`config.mk`:
```
export PLATFORM = sky130hd
export DESIGN_NAME = control_sequencer
export DESIGN_NICKNAME = d
export VERILOG_FILES = /design/src/rtl/cpu_pkg.sv /design/src/rtl/control_sequencer.sv
export SDC_FILE = /design/constraint.sdc
export NUM_CORES = 1
export LEC_CHECK = 0
export CAP_MARGIN = 40
export CORE_ASPECT_RATIO = 1.25
export CORE_MARGIN = 4
export CORE_UTILIZATION = 31
export DETAILED_ROUTE_END_ITERATION = 16
export PLACE_DENSITY = 0.81
export SETUP_SLACK_MARGIN = 0.15
export SLEW_MARGIN = 10
export SYNTH_ARGS = -nofsm -noshare
export SYNTH_HDL_FRONTEND = slang
export SYNTH_SLANG_ARGS = --single-unit
```
`constraint.sdc`:
```
create_clock -name Clock -period 1.5 [get_ports Clock]
set_clock_uncertainty 0.15 [all_clocks]
set_input_delay 0.15 -clock Clock [delete_from_list [all_inputs] [get_ports Clock]]
set_output_delay 0.15 -clock Clock [all_outputs]
set_load 0.1 [all_outputs]
```
`src/rtl/cpu_pkg.sv`:
```
// cpu_pkg: ISA opcode constants, ALU opcode and control sequencer state encoding.
package cpu_pkg;
    localparam logic [4:0] OP_LD   = 5'b00000;
    localparam logic [4:0] OP_LDI  = 5'b00001;
    localparam logic [4:0] OP_ST   = 5'b00010;
    localparam logic [4:0] OP_IN   = 5'b10110;
    localparam logic [4:0] OP_OUT  = 5'b10111;
    localparam logic [4:0] OP_NOP  = 5'b11010;
    localparam logic [4:0] OP_HALT = 5'b11011;
    localparam logic [4:0] ALU_ADD = 5'd3;
    typedef enum logic [3:0] {
        RESET_S, F0, F1, F2, DEC, IN0, OUT0, A0, A1, A2, LDI2, LD3, LD4, ST3, ST4, HALT_S
    } state_t;
endpackage

```
`src/rtl/control_sequencer.sv`:
```
// control_sequencer: hardwired Moore control unit sequencing fetch and execute
// of ld/ldi/st/in/out/nop/halt for the System datapath.
module control_sequencer
    import cpu_pkg::*;
#(
    parameter int DATA_WIDTH = 32
) (
    input  logic                  Clock,
    input  logic                  clear,
    input  logic [DATA_WIDTH-1:0] ir,
    output logic                  PCout,
    output logic                  Zlo_out,
    output logic                  MDRout,
    output logic                  Cout,
    output logic                  BAout,
    output logic                  Rout,
    output logic                  MARin,
    output logic                  Zin,
    output logic                  PCin,
    output logic                  MDRin,
    output logic                  IRin,
    output logic                  Yin,
    output logic                  Rin,
    output logic                  Gra,
    output logic                  Grb,
    output logic                  IncPC,
    output logic [4:0]            opcode,
    output logic                  Mem_Read,
    output logic                  Mem_Write,
    output logic                  Mem_enable512x32,
    output logic                  inport_data_ready,
    output logic                  outport_in,
    output logic                  run,
    output logic                  illegal
);
    state_t     r_state, w_next;
    logic [4:0] r_op;
    logic       r_illegal;
    logic [4:0] w_ir_op;
    logic       w_legal;
    logic       w_unused;

    assign w_ir_op  = ir[DATA_WIDTH-1 -: 5];
    assign w_unused = ^ir[DATA_WIDTH-6:0];
    assign w_legal  = w_ir_op inside {OP_LD, OP_LDI, OP_ST, OP_IN, OP_OUT, OP_NOP, OP_HALT};

    always_ff @(posedge Clock or negedge clear) begin
        if (!clear) begin
            r_state   <= RESET_S;
            r_op      <= OP_NOP;
            r_illegal <= 1'b0;
        end else begin
            r_state <= w_next;
            if (r_state == DEC) begin
                r_op <= w_ir_op;
                if (!w_legal)
                    r_illegal <= 1'b1;
            end
        end
    end

    always_comb begin
        w_next = r_state;
        case (r_state)
            RESET_S: w_next = F0;
            F0:      w_next = F1;
            F1:      w_next = F2;
            F2:      w_next = DEC;
            DEC: begin
                case (w_ir_op)
                    OP_LD, OP_LDI, OP_ST: w_next = A0;
                    OP_IN:                w_next = IN0;
                    OP_OUT:               w_next = OUT0;
                    OP_NOP:               w_next = F0;
                    default:              w_next = HALT_S;
                endcase
            end
            A0:      w_next = A1;
            A1:      w_next = (r_op == OP_LDI) ? LDI2 : A2;
            A2:      w_next = (r_op == OP_LD) ? LD3 : ST3;
            LD3:     w_next = LD4;
            ST3:     w_next = ST4;
            HALT_S:  w_next = HALT_S;
            default: w_next = F0;
        endcase
    end

    always_comb begin
        PCout = 1'b0; Zlo_out = 1'b0; MDRout = 1'b0; Cout = 1'b0; BAout = 1'b0; Rout = 1'b0;
        MARin = 1'b0; Zin = 1'b0; PCin = 1'b0; MDRin = 1'b0; IRin = 1'b0; Yin = 1'b0; Rin = 1'b0;
        Gra = 1'b0; Grb = 1'b0; IncPC = 1'b0; opcode = ALU_ADD;
        Mem_Read = 1'b0; Mem_Write = 1'b0; Mem_enable512x32 = 1'b0;
        inport_data_ready = 1'b0; outport_in = 1'b0;
        run = (r_state != RESET_S) && (r_state != HALT_S);
        illegal = r_illegal;
        case (r_state)
            F0:   begin PCout = 1'b1; IncPC = 1'b1; MARin = 1'b1; Zin = 1'b1; end
            F1:   begin Zlo_out = 1'b1; PCin = 1'b1; MDRin = 1'b1; Mem_Read = 1'b1; Mem_enable512x32 = 1'b1; end
            F2:   begin MDRout = 1'b1; IRin = 1'b1; end
            IN0:  begin Gra = 1'b1; Rin = 1'b1; inport_data_ready = 1'b1; end
            OUT0: begin Gra = 1'b1; Rout = 1'b1; outport_in = 1'b1; end
            A0:   begin Grb = 1'b1; BAout = 1'b1; Yin = 1'b1; end
            A1:   begin Cout = 1'b1; opcode = ALU_ADD; Zin = 1'b1; end
            A2:   begin Zlo_out = 1'b1; MARin = 1'b1; end
            LDI2: begin Zlo_out = 1'b1; Gra = 1'b1; Rin = 1'b1; end
            LD3:  begin Mem_Read = 1'b1; Mem_enable512x32 = 1'b1; MDRin = 1'b1; end
            LD4:  begin MDRout = 1'b1; Gra = 1'b1; Rin = 1'b1; end
            ST3:  begin Gra = 1'b1; Rout = 1'b1; MDRin = 1'b1; end
            ST4:  begin Mem_Write = 1'b1; Mem_enable512x32 = 1'b1; end
            default: ;
        endcase
    end
endmodule
```
# --- After elaboration in Yosys (flattened, before gate mapping) ---
# Cells that the tools add are included.
word_totals:
  input_bits: 34
  out_inout_bits: 28
  regBits: 10
classes:
  muxes: 22
  reduce_logical: 17
  bitwise_logic: 1
  eq_ne: 23
op_table:
  columns: ["operator", "count"]
  rows:
  - ["one-hot mux 4 bit (10 select lines)", 1]
  - ["equality test 4 bit (second input constant)", 8]
  - ["equality test 5 bit (second input constant)", 4]
  - ["two-way mux 1 bit", 18]
  - ["equality test 4 x 3 -> 1 bit (second input constant)", 4]
  - ["one-hot mux 4 bit (4 select lines)", 1]
  - ["OR reduction 3 bit", 5]
  - ["equality test 5 x 1 -> 1 bit (second input constant)", 2]
  - ["zero test 5 bit", 2]
  - ["OR reduction 2 bit", 5]
  - ["equality test 4 x 2 -> 1 bit (second input constant)", 2]
  - ["nonzero test 7 bit", 1]
  - ["equality test 5 x 2 -> 1 bit (second input constant)", 1]
  - ["OR reduction 5 bit", 1]
  - ["equality test 4 x 1 -> 1 bit (second input constant)", 1]
  - ["inequality test 4 bit (second input constant)", 1]
  - ["nonzero test 4 bit", 1]
  - ["two-way mux 3 bit", 1]
  - ["two-way mux 2 bit", 1]
  - ["AND reduction 2 bit", 1]
  - ["logical AND 1 bit", 1]
  - ["inverter 1 bit", 1]

# --- Logic depth before layout (Yosys ltp) ---
# Gate-level depths: netlist of the first run.
logic_depth:
  word_depth: 4
  depth_mapped: 5
  ltp_nobuf: 4

# --- Worst setup path after synthesis of the first run ---
# No wires, ideal clock.
synth_timing:
  kind: "register to output"
  startpoint: "register r_state[1]"
  endpoint: "output port Gra"
  path_slack_ns: -1.900
  path_buffers: 1
  arrival_time_ns: 3.100
  required_time_ns: 1.200
  stages_incl_launch_ff: 5
  path_cell_list: "dfrtp_1 -> buf_6 -> or2b_4 -> o22ai_1 -> or2_1"
synth_via:
  elab_chain_len: 3
  word_cells_on_any_way: 7
  classes_between: "5 x eq/ne; 1 x mux; 1 x reduce/logical"
synth_rtl:
  columns: ["element", "line", "rtl"]
  rows:
  - ["from (decl)", "control_sequencer.sv:36", "state_t r_state, w_next;"]
  - ["from (signal assigned)", "control_sequencer.sv:53", "r_state <= w_next;"]
  - ["equality test 4 x 3 -> 1 bit or equality test 4 bit (tied branches)", "control_sequencer.sv:96", "case (r_state)"]
  - ["OR reduction 5 bit (no source line) (*)", null, null]
  - ["two-way mux 1 bit (*)", "control_sequencer.sv:96", null]
  - ["to (decl)", "control_sequencer.sv:24", "output logic Gra,"]
# Every way passes the cells marked *; elsewhere a longest branch is shown, timed or not.

# --- Worst setup path after layout of the first run ---
layout_timing:
  startpoint: "register r_state[1]"
  endpoint: "output port MDRin"
layout_via:
  elab_chain_len: 3
  word_cells_on_any_way: 5
  classes_between: "3 x eq/ne; 1 x mux; 1 x reduce/logical"
layout_rtl:
  columns: ["element", "line", "rtl"]
  rows:
  - ["equality test 4 bit or equality test 4 x 2 -> 1 bit (tied branches)", "control_sequencer.sv:96", null]
  - ["OR reduction 3 bit (no source line) (*)", null, null]
  - ["two-way mux 1 bit (*)", "control_sequencer.sv:96", null]
  - ["to (decl)", "control_sequencer.sv:20", "output logic MDRin,"]
# Marks and branches as above.

==> results of run 1 <==
-- stage by stage --
stage | instance area [sq um] | hold slack [ns] | cells | TNS [ns]
after global placement | 1769 | 0.3252 | 190 | -1.891
after detailed placement | 1769 | 0.3548 | 190 | -2.922
after floorplan | 1092 | -0.2956 | 105 | -5.958
after CTS | 2016 | 0.05171 | 205 | -9.007
final | 2143 | 0.04389 | 212 | -9.716
after global routing | 2143 | 0.07209 | 212 | -11.07
-- sequential cells by signal, summed over array words and instances, names as in the netlist --
name,cells
illegal,1
r_state,4
r_op,5
-- placed cells by master (no fill, tap or decap), types with 2 or more instances in the layout --
cell type,netlist,layout
o21ai_1,1,3
inv_1,2,2
conb_1,2,5
or2_4,1,5
buf_6,2,18
clkdlybuf4s50_1,0,6
dfrtp_2,0,4
o22ai_4,0,5
nand2_1,5,3
buf_12,0,23
buf_4,10,34
mux2_4,5,5
a21oi_1,10,5
a21oi_2,0,3
a21oi_4,0,2
nand4b_1,2,2
nand2b_4,1,2
clkbuf_4,0,3
nor2_1,17,5
nor2_4,0,12
dfrtp_1,7,3
dfstp_2,3,3
o21ai_2,1,2
or2b_4,2,2
-- worst reg2reg max path, cell delays in order (launching register included) --
cell     delay (ns)
dfrtp_2        0.48
buf_6          0.15
or2_4          0.27
buf_6          0.14
nor2_8         0.14
mux2_4         0.31
-- repair_timing --
| item | in CTS | in global routing |
|---|---|---|
| setup buffers | 10 | 7 |
| cloned | 1 | 0 |
| pin swaps | 9 | 9 |
| endpoints found under the setup margin | 32 | 32 |
| gates resized for setup | 33 | 17 |
| hold endpoints to repair | 0 | 0 |
-- kinds of logic after synthesis --
logic type	share of synthesized area, %
AO/OA/AOI/OAI	18.47
XOR/XNOR	0.9945
buffers and inverters	12.36
flip-flops	28.84
multiplexers	8.523
other	0.8526
AND/OR/NAND/NOR	29.97
-- final cells by class --
cell class              instances  area (sq um)
clock buffers                   4         36.28
multi-input cells              81         819.5
well taps                      34         42.54
flip-flops and latches         10         259.0
repair buffers                 81         978.4
inverters                       2         7.507
fillers                       170         563.0
-- how the worst min path moves through the flow --
stage | slack (ns) | start | end
2_1_floorplan | -0.30 | clear | illegal
3_3_place_gp | 0.33 | clear | illegal
3_5_place_dp | 0.35 | clear | illegal
4_1_cts | 0.05 | clear | r_op[2]
5_1_grt | 0.07 | clear | r_op[2]
6_report | 0.04 | clear | illegal
-- power by group through the flow --
stage	Clock (mW)	Combinational (mW)	Sequential, mW
2_1_floorplan	0	0.0720	0.275
3_3_place_gp	0	0.103	0.275
4_1_cts	0.257	0.107	0.270
6_report	0.252	0.108	0.270
5_1_grt	0.272	0.112	0.270
3_5_place_dp	0	0.107	0.275
-- metal layers --
metal / part of all wire (%) / wire [um]
met1: 36 / 1372
met2: 54 / 2068
met3: 5.0 / 191
met4: 4.3 / 165
met5: 0 / 0
-- Yosys cell counts (2+ instances only) --
cell,number
nor2_1,17
a21oi_1,10
buf_4,10
dfrtp_1,7
mux2_4,5
nand2_1,5
o22ai_1,5
o21ai_0,4
dfstp_2,3
buf_6,2
conb_1,2
inv_1,2
nand4b_1,2
or2_1,2
or2_2,2
or2b_4,2
==> summary.md, run 1 <==
| Metric | Value |
|---|---|
| Worst setup EP type | `output pin` |
| Vias | `1,096` |
| # port buffers | `29` |
| Global-route wire length before repair | `approximately 5400 um` |
| Root buffer cell | `clkbuf_4` |
| CTS Buffer Depth | `2` |
| Outcome | `finished, violations left` |
| Number of DRC markers in iteration 0 | `28` |
| Initial core utilization | `32.55%` |
| Routed len/inst | `17.91 um` |
| RSZ-0062 raised after global routing | `yes` |
| Antenna cells | `0` |
| Final Cycle Share | `129.2%` |
| Slew Limit Fails | `0` |
| Arrival time of the worst setup path | `1.64 ns` |
| Crit path max fanout | `8` |
| Fin crit period | `1.939 ns` |
| Global route overflow | `0` |
| Worst Reg-to-Reg Cells | `5` |
| Number of iterations in the first detailed-routing pass | `4` |
| CTS tree | `yes` |
| # IOs | `between 60 and 70` |
| H-tree levels | `1` |
| Number of buffers inserted by hold repair at cts | `0` |
| Sequential-to-total area share from yosys stat | `28.84%` |
| Combinational power share | `between 15 and 20%` |
| CTS sink cnt | `10` |
| Final antenna-violating net count | `0` |
| Total power | `629.6 uW` |
| Clock-pin slew on the worst setup and hold paths | `roughly 0.070 ns` |
| Sequential Power Share | `a little over two fifths` |
| RD Place Congestion | `0.8136` |
| Critical setup path kind | `reg2out` |
| Worst Setup Slack, final | `-0.4387 ns` |
| M1 GR Usage | `between 10% and 20%` |
| Share of cells above drive strength 1 | `around three quarters` |
| Drt total wl | `3797 um` |
| Internal Power | `447.4 uW` |
| Worst Path Buf+Inv | `2` |
| Async SR Flop Fraction | `100.0%` |
| Total of max-cap violations | `0` |
| Clk network pwr share | `40.1%` |
| Place WS | `-0.1706 ns` |
| Fin nets | `around 210` |
| Final core occ | `approximately four fifths` |
| Fmax | `515.8 MHz` |
| Leak pwr | `0.8920 nW` |
| Top_reg_cell synth | `dfrtp_1` |
| Core Area | `2706 sq um` |
| Largest net degree at the start of global routing | `11` |
| Net Switching | `182.3 uW` |
| YS warnings | `0` |
| Mean area per synthesized cell | `8.636 sq um` |
| Rows | `21` |
| Worst hold path class | `in2async` |
| Die area | `3763 sq um` |
| Synth unique cells | `38` |
| Area share of the largest cell type after synthesis | `19.89%` |
| EDFF count, synth | `0` |
| Vias in the first global route | `1,109` |
| Hold Violations, Final | `0` |
| Met3 Use GR | `2.868%` |
| GR Util met2 | `39.50%` |
| Remaining DRCs | `0` |
| Startpoint Class | `flip-flop` |
| FF+latch count, synth | `10` |
| Area Growth Syn to Fin | `143.3%` |
| Sw Share | `~29%` |
| CP Depth | `4` |
| Cells after Synth | `102` |
| Total Routing Usage GR | `18.74%` |
| Top cells by area, synth | `dfrtp_1, dfstp_2, buf_4, mux2_4, nor2_1` |
| Initial antenna violation count | `0` |
| Final setup viols | `31` |
| Crit path from | `r_state[1]` |
| Post-synth top area cell | `dfrtp_1` |
| CP Capture Point | `MDRin` |
| Cell Area, Synth | `880.8 sq um` |
| Die height | `67.60 um` |
| P per Cell Area | `293.8 nW/um^2` |
| Max IR drop VDD | `roughly 310 uV` |
| GR peak layer | `met2` |
| Worst-path cell chain | `or2b_4, buf_4, o22ai_4, buf_12` |
| Crit-path slowest cell | `dfrtp_2` |
| Failing checks | `negative setup slack` |
| FF-to-FF Start | `r_state[1]` |
| DPL Wire Length | `2401 um` |
| Die width | `55.68 um` |
| Num CTS Buffers | `3` |
| Worst skew pair latency | `roughly 0.27 ns` |
| Crit path largest cell delay | `0.46 ns` |
| Vias/cell | `5.170` |
| FF-to-FF End | `r_op[0]` |
| Setup slack, reg-to-reg | `-0.26 ns` |
| Crit path required time | `1.20 ns` |
| Crit path max-delay family | `flip-flops` |
Power figures use the tool's default switching activity.
==> run 2: changes to the inputs <==
--- a/config.mk
+++ b/config.mk
@@ -5,7 +5,7 @@
 export SDC_FILE = /design/constraint.sdc
 export NUM_CORES = 1
 export LEC_CHECK = 0
-export CAP_MARGIN = 40
+export CAP_MARGIN = 20
 export CORE_ASPECT_RATIO = 1.25
 export CORE_MARGIN = 4
 export CORE_UTILIZATION = 31
==> results of run 2 <==
Final layout, timing and power as in run 1 (identical DEF).
